## src/rtl/counter_bn.sv

```systemverilog
// counter_bn: WIDTH-generic up/down/step/load counter.
// It can saturate at the range limits or wrap around, and it has a carry-in /
// terminal-count pair so that several stages can be chained into a wider counter.
// cn_Q, cn_load and cn_rco are registered. cn_tc is combinational, so a chained
// stage sees the carry in the same cycle as the stage that drives it.

module counter_bn #(
    parameter int WIDTH = 8,
    parameter int STEP  = 3
) (
    input  logic             cn_clk,
    input  logic             cn_reset_n,
    input  logic             cn_enable,
    input  logic             cn_cin,
    input  logic [1:0]       cn_mode,
    input  logic             cn_sat,
    input  logic [WIDTH-1:0] cn_D,
    output logic [WIDTH-1:0] cn_Q,
    output logic             cn_load,
    output logic             cn_rco,
    output logic             cn_tc
);

    localparam logic [1:0]     MODE_UP   = 2'b00;
    localparam logic [1:0]     MODE_DOWN = 2'b01;
    localparam logic [1:0]     MODE_STEP = 2'b10;
    localparam logic [1:0]     MODE_LOAD = 2'b11;
    localparam logic [WIDTH:0] ONE_W     = (WIDTH+1)'(1);
    localparam logic [WIDTH:0] STEP_W    = (WIDTH+1)'(STEP);

    logic [WIDTH-1:0] q_r;
    logic             load_r;
    logic             rco_r;

    logic [WIDTH:0]   inc_s;
    logic [WIDTH:0]   up_sum_s;
    logic [WIDTH:0]   dn_diff_s;
    logic             event_s;
    logic [WIDTH-1:0] count_s;
    logic [WIDTH-1:0] limit_s;
    logic [WIDTH-1:0] q_nxt_s;
    logic             load_nxt_s;
    logic             rco_nxt_s;
    logic             tc_s;

    // Arithmetic is done one bit wider than the count, so that bit WIDTH
    // holds the carry (up) or the borrow (down).
    always_comb begin
        inc_s     = (cn_mode == MODE_STEP) ? STEP_W : ONE_W;
        up_sum_s  = {1'b0, q_r} + inc_s;
        dn_diff_s = {1'b0, q_r} - inc_s;
        if (cn_mode == MODE_DOWN) begin
            event_s = dn_diff_s[WIDTH];
            count_s = dn_diff_s[WIDTH-1:0];
            limit_s = {WIDTH{1'b0}};
        end else begin
            event_s = up_sum_s[WIDTH];
            count_s = up_sum_s[WIDTH-1:0];
            limit_s = {WIDTH{1'b1}};
        end
    end

    // Terminal count drives the next stage's carry-in. It never asserts in load mode.
    always_comb begin
        tc_s = cn_enable & cn_cin & event_s & (cn_mode != MODE_LOAD);
    end

    // Next-state selection. Enable comes first, then load, then gated counting.
    always_comb begin
        q_nxt_s    = q_r;
        load_nxt_s = 1'b0;
        rco_nxt_s  = 1'b0;
        if (!cn_enable) begin
            q_nxt_s = q_r;
        end else begin
            case (cn_mode)
                MODE_LOAD: begin
                    q_nxt_s    = cn_D;
                    load_nxt_s = 1'b1;
                end
                MODE_UP, MODE_DOWN, MODE_STEP: begin
                    if (cn_cin) begin
                        rco_nxt_s = event_s;
                        if (cn_sat && event_s) begin
                            q_nxt_s = limit_s;
                        end else begin
                            q_nxt_s = count_s;
                        end
                    end else begin
                        q_nxt_s = q_r;
                    end
                end
                default: begin
                    q_nxt_s = q_r;
                end
            endcase
        end
    end

    // State register. Reset clears the count and both pulse flags at once.
    always_ff @(posedge cn_clk or negedge cn_reset_n) begin
        if (!cn_reset_n) begin
            q_r    <= {WIDTH{1'b0}};
            load_r <= 1'b0;
            rco_r  <= 1'b0;
        end else begin
            q_r    <= q_nxt_s;
            load_r <= load_nxt_s;
            rco_r  <= rco_nxt_s;
        end
    end

    assign cn_Q    = q_r;
    assign cn_load = load_r;
    assign cn_rco  = rco_r;
    assign cn_tc   = tc_s;

endmodule

```

## config.mk

```make
export PLATFORM = sky130hd
export DESIGN_NAME = counter_bn
export DESIGN_NICKNAME = d
export VERILOG_FILES = /design/src/rtl/counter_bn.sv
export SDC_FILE = /design/constraint.sdc
export NUM_CORES = 1
export LEC_CHECK = 0
export CAP_MARGIN = 20
export CORE_UTILIZATION = 66
export CTS_CLUSTER_DIAMETER = 80
export DETAILED_ROUTE_END_ITERATION = 8
export DONT_BUFFER_PORTS = 1
export PLACE_DENSITY = 0.81
export REMOVE_ABC_BUFFERS = 1
export SETUP_SLACK_MARGIN = 0.2
export SYNTH_ARGS = -nofsm -noshare
export SYNTH_HDL_FRONTEND = slang
export SYNTH_SLANG_ARGS = --single-unit
```

## constraint.sdc

```tcl
create_clock -name cn_clk -period 5.8 [get_ports cn_clk]
set_input_delay 1.16 -clock cn_clk [delete_from_list [all_inputs] [get_ports cn_clk]]
set_output_delay 1.16 -clock cn_clk [all_outputs]
set_load 0.01 [all_outputs]
```

==> results_dict.tcl, run 1 <==
set metrics [dict create \
    grtUsageTotal_pct 34.9 \
    r2r_end "cn_Q[6]" \
    diodes 0 \
    synth_area_leaders "dfrtp_1 28%, nor2_1 4.6%, fa_1 4.4%" \
    cts-root-buf "clkbuf_4" \
    clkLatencyLatePin_ps 270 \
    htreeDepth 1 \
    cts_resized 0 \
    path_class "input pin to primary output" \
    cts_sinks 10 \
    die_h_um 39.0 \
    antenna_found_initial 0 \
    postCtsSetupBuffers 0 \
    async_reset_ff_share_pct 100 \
    grt_overflow 0 \
    max_freq_ghz 0.245 \
    drc_errors 0 \
    hpwl_mm 1.67 \
    fin_skew_ps 6.71 \
    leakagePower_nw 0.385 \
    die_w_um 39.0 \
    drv_cap 0 \
    arrival_ps 2930 \
    grt_pass1_vias 806 \
    yosysWarnings 0 \
    grt_pass1_wl_mm 3.53 \
    cp-end-kind "primary output" \
    synthFlopType "dfrtp_1" \
    drtPass1Iterations 4 \
    worstRegToRegCells 7 \
    post-route-period-util_pct 70.5 \
    place.port_buffers 0 \
    cellPowerDensity_mw_per_mm2 318 \
    wl_mm 2.23 \
    yosysMostFrequentCell "nor2_1" \
    cts_hold_buf 0 \
    synth_common_cells "11 x nor2_1, 10 x dfrtp_1, 8 x nand2_1, 5 x inv_1, 5 x nand2b_1" \
    final_cells 119 \
    finalSetupViolCount 0 \
    worstPathRequired_ps 4640 \
    cpMostUsedCell "nand2b_1" \
    synthCells 105 \
    ios 26 \
    rows 12 \
    drt_iter0_markers 53 \
    vias 869 \
    numCtsBuffers 3 \
    avgRoutedWirePerCell_um 18.7 \
    fin_setup_tns_ps 0 \
    cts_tree "yes" \
    cts.path.max_buffers 2 \
    gp_congestion 0.975 \
    peakVddDrop_mv 0.242 \
    cp_slowest_cell "nor4_1" \
    r2r_start "cn_Q[0]" \
    synth_edf_count 0 \
    nets 126 \
    ff2ff_setup_slack_ps 2900 \
    area_growth_syn_to_layout_pct 2.21 \
    synth_top_area_share_pct 27.6 \
    grt_max_degree 13 \
    hold_class "input pin to asynchronous set/reset pin" \
    via_per_inst 7.30 \
    report.final.slew_viol_count 0 \
    synth-seq-cells 10 \
    hold_viol_final 0 \
    cp_cell_sequence "nand2b_1 -> fa_1 -> nand2b_1 -> nor4_1 -> o2111a_1" \
    fin_crit_ps 4090 \
    crit_path_start_kind "input pin" \
    synth_top_area_cell "dfrtp_1" \
    ant_nets 0 \
    fp.coreArea_mm2 0.00119 \
    syn_area_um2 906 \
    status "finished, final reports clean" \
    drive_gt1_share_pct 9.52 \
    start_util_pct 76.4 \
    die-area_mm2 0.00152 \
    ys_seq_area_share_pct 27.6 \
    cpPeakStageDelay_ps 670 \
    grt_setup_unrepaired "no" \
    synth.distinct_cells 46 \
    maxSlewHeadroom_pct 47.1 \
    clkTransAtPathRegs_ps 70 \
    placed_cells 116 \
    path_max_fanout 11 \
    tightest_slew_ps 787 \
    synth_area_per_cell_um2 8.63 \
]
-- power by group --
group | leakage, nW | switching, mW | internal [mW]
registers | 0.117 | 0.0498 | 0.0892
logic | 0.254 | 0.0543 | 0.0510
clock network | 0.0138 | 0.0266 | 0.0240
-- flip-flops by register name, indices dropped and copies added, names as in the netlist --
| register | count |
|---|---|
| cn_Q | 8 |
| cn_rco | 1 |
| cn_load | 1 |
-- stage by stage --
step,util (%),setup slack [ps],cell area (µm²),total power [mW],hold WS [ps]
CTS,78.1,1770,926,0.293,574
finish,78.1,1710,926,0.295,573
floorplan,-,2070,878,0.216,599
detailed placement,76.2,1780,903,0.243,650
global placement,76.2,1970,903,0.238,637
global route,78.1,1610,926,0.316,562
-- layer usage --
layer / GRT usage [%] / wire [µm]
met5: 0 / 0
met1: 44.6 / 882
met4: 11.2 / 15
met3: 8.67 / 247
met2: 56.7 / 1090
-- worst max-delay path by stage --
stage | depth (start not counted) | to | start
after floorplan | 5 | cn_tc | cn_mode[0]
after global placement | 5 | cn_tc | cn_mode[0]
after detailed placement | 5 | cn_tc | cn_mode[0]
after CTS | 5 | cn_tc | cn_mode[0]
after global routing | 5 | cn_tc | cn_mode[0]
final | 5 | cn_tc | cn_mode[0]
-- critical path, delay by kind of cell --
kind                       cells  cell delay, ps
AOI/OAI and AO/OA              1             320
and+or+nand+nor                3            1030
adders and majority gates      1             410
-- cells in the final DEF (no fill, tap or decap), types with 4 or more instances in the layout --
master,instances
o21ai_0,4
nand2b_1,5
o31ai_1,4
dfrtp_1,10
inv_1,5
nand2_1,8
nor2_1,11
a21oi_1,4
a22o_1,4
-- kinds of logic after synthesis --
kind of cell,share of synthesized area [%]
compound gates,34.0
mux,1.11
buf+inv,5.11
fa+ha+maj,7.18
simple gates,25.0
flops,27.6
-- cell type report --
cell class	instances	area [µm²]
tap	14	17.5
inverter	5	18.8
sequential	10	250
multi-input combinational	86	609
timing repair buffer	1	7.51
clock buffer	3	22.5
fill	83	260
Note: power is estimated with default switching activity, not from simulation.
==> run 2: changes to the inputs <==
--- a/config.mk
+++ b/config.mk
@@ -6,11 +6,12 @@
 export NUM_CORES = 1
 export LEC_CHECK = 0
 export CAP_MARGIN = 20
-export CORE_UTILIZATION = 66
+export CORE_ASPECT_RATIO = 0.8
+export CORE_UTILIZATION = 55
 export CTS_CLUSTER_DIAMETER = 80
 export DETAILED_ROUTE_END_ITERATION = 8
 export DONT_BUFFER_PORTS = 1
-export PLACE_DENSITY = 0.81
+export PLACE_DENSITY = 0.72
 export REMOVE_ABC_BUFFERS = 1
 export SETUP_SLACK_MARGIN = 0.2
 export SYNTH_ARGS = -nofsm -noshare
==> constraint.sdc (replaced) <==
create_clock -name cn_clk -period 3.38 [get_ports cn_clk]
set_input_delay 0.676 -clock cn_clk [delete_from_list [all_inputs] [get_ports cn_clk]]
set_output_delay 0.676 -clock cn_clk [all_outputs]
set_load 0.01 [all_outputs]
==> run 2 against run 1 <==
Net effect:
- clock-buffer cell count rose by 1
- setup slack got worse by 1200 ps
- non-clock buffer count did not move
- utilization is 13 points lower
- die area is 19% higher
- routed wire length is 1.4% higher
- first-iteration DRC count is 45% lower
- clock skew shrank 3.3 ps
- via count down 0.12%
- sequential power increased by 72%
- power is 80% higher
- combinational power up 74%
- critical endpoint unchanged
- highest routed layer unchanged
==> results_dict.tcl, run 2 (synthesized netlist as in run 1, its figures left out) <==
set metrics [dict create \
    place.port_buffers 0 \
    ant_nets 0 \
    cts_hold_buf 0 \
    clkLatencyLatePin_ps 270 \
    post-route-period-util_pct 86.2 \
    cts_sinks 10 \
    drt_iter0_markers 29 \
    fp.coreArea_mm2 0.00146 \
    drive_gt1_share_pct 11.3 \
    diodes 0 \
    worstPathRequired_ps 2700 \
    fin_util_pct 65.5 \
    final_common_cell "nor2_1" \
    start_util_pct 62.2 \
    antenna_found_initial 0 \
    area_growth_syn_to_layout_pct 5.39 \
    cp-end-kind "primary output" \
    drtPass1Iterations 4 \
    hpwl_mm 1.71 \
    vias 868 \
    nets 126 \
    path_class "flop to primary output" \
    htreeDepth 1 \
    postCtsSetupBuffers 0 \
    cellPowerDensity_mw_per_mm2 556 \
    grtUsageTotal_pct 32.1 \
    cts.path.max_buffers 2 \
    cts-root-buf "clkbuf_4" \
    cts_tree "yes" \
    numCtsBuffers 3 \
    leakagePower_nw 0.393 \
    path_max_fanout 8 \
    clkTransAtPathRegs_ps 70 \
    grt_overflow 0 \
    hold_viol_final 0 \
    grt_pass1_wl_mm 3.95 \
    drv_cap 0 \
    drc_errors 0 \
    peakVddDrop_mv 0.342 \
    die-area_mm2 0.00181 \
    crit_path_start_kind "flop" \
    grt_setup_unrepaired "no" \
    status "finished, final reports clean" \
    finalSetupViolCount 0 \
    report.final.slew_viol_count 0 \
    hold_class "input pin to asynchronous set/reset pin" \
    die_h_um 38.3 \
    fin_setup_tns_ps 0 \
    via_per_inst 6.83 \
    wl_mm 2.26 \
    tightest_slew_ps 395 \
    fin_skew_ps 3.39 \
    gp_congestion 0.919 \
    max_freq_ghz 0.343 \
    worstRegToRegCells 7 \
    fin_crit_ps 2910 \
    stdcell_area_um2 955 \
    ios 26 \
    grt_max_degree 13 \
    arrival_ps 2240 \
    fillers 154 \
    final_cell_mix "11 x nor2_1, 10 x dfrtp_1, 8 x nand2_1" \
    placed_area_um2 912 \
    multi_input_area_um2 616 \
    rows 12 \
    largest_reg_flops 8 \
    avgRoutedWirePerCell_um 17.8 \
    die_w_um 47.4 \
    seqCellArea_um2 250 \
    grt_pass1_vias 849 \
    maxSlewHeadroom_pct 73.4 \
]
[run 2: cell types whose count changed in the layout (fill, tap and decap cells not counted), sizes merged]
| cell | previous run | this run |
|---|---|---|
| clkbuf | 3 | 4 |
[run 2: path summary, 6_finish.rpt]
| check | from | to | slack [ps] |
|---|---|---|---|
| max in group asynchronous | cn_reset_n | cn_Q[2] | 3210 |
| worst max-delay path | cn_Q[0] | cn_tc | 470 |
| min in group cn_clk | cn_mode[0] | cn_Q[0] | 520 |
| worst min-delay path | cn_reset_n | cn_Q[6] | 90 |
| worst min register to register | cn_Q[6] | cn_Q[6] | 670 |
| worst max register to register | cn_Q[0] | cn_Q[2] | 700 |
[run 2: repair_timing]
item,in CTS,in global routing
gates resized for setup,0,1
setup endpoints to repair,0,1
hold endpoints to repair,0,0
[run 2: power by group]
group / total, mW / internal (mW) / switching, mW / leakage (nW)
Clock: 0.109 / 0.0654 / 0.0436 / 0.0210
Combinational: 0.183 / 0.0878 / 0.0947 / 0.255
Sequential: 0.239 / 0.153 / 0.0863 / 0.117
Total: 0.531 / 0.306 / 0.225 / 0.393
[run 2: area by class of cell]
| type | count | area share [%] |
|---|---|---|
| multi-input cells | 86 | 64.5 |
| flip-flops and latches | 10 | 26.2 |
| clock buffers | 4 | 3.80 |
| well taps | 21 | 2.75 |
| inverters | 5 | 1.97 |
| repair buffers | 1 | 0.786 |
[run 2: layer usage]
layer	wire [µm]	vias up	GRT usage, %
met5	0	-	0
met4	25	0	9.29
met3	220	4	8.96
met2	1070	50	50.3
met1	947	412	42.4
li1	-	402	-
[run 2: critical path, cell delays in order (launching register included)]
cell and delay (ps):
dfrtp_1 520, inv_1 140, fa_1 450, nand2b_1 180, nor4_2 380, o2111a_1 290
[run 2: metrics by stage]
| stage | instances | power, mW | hold slack (ps) | worst slack [ps] |
|---|---|---|---|---|
| 2_1_floorplan | 101 | 0.371 | 380 | 621 |
| 3_3_place_gp | 123 | 0.408 | 381 | 502 |
| 3_5_place_dp | 123 | 0.418 | 381 | 480 |
| 4_1_cts | 127 | 0.528 | 89.8 | 316 |
| 5_1_grt | 127 | 0.570 | 75.5 | 289 |
| 6_report | 127 | 0.531 | 94.3 | 467 |
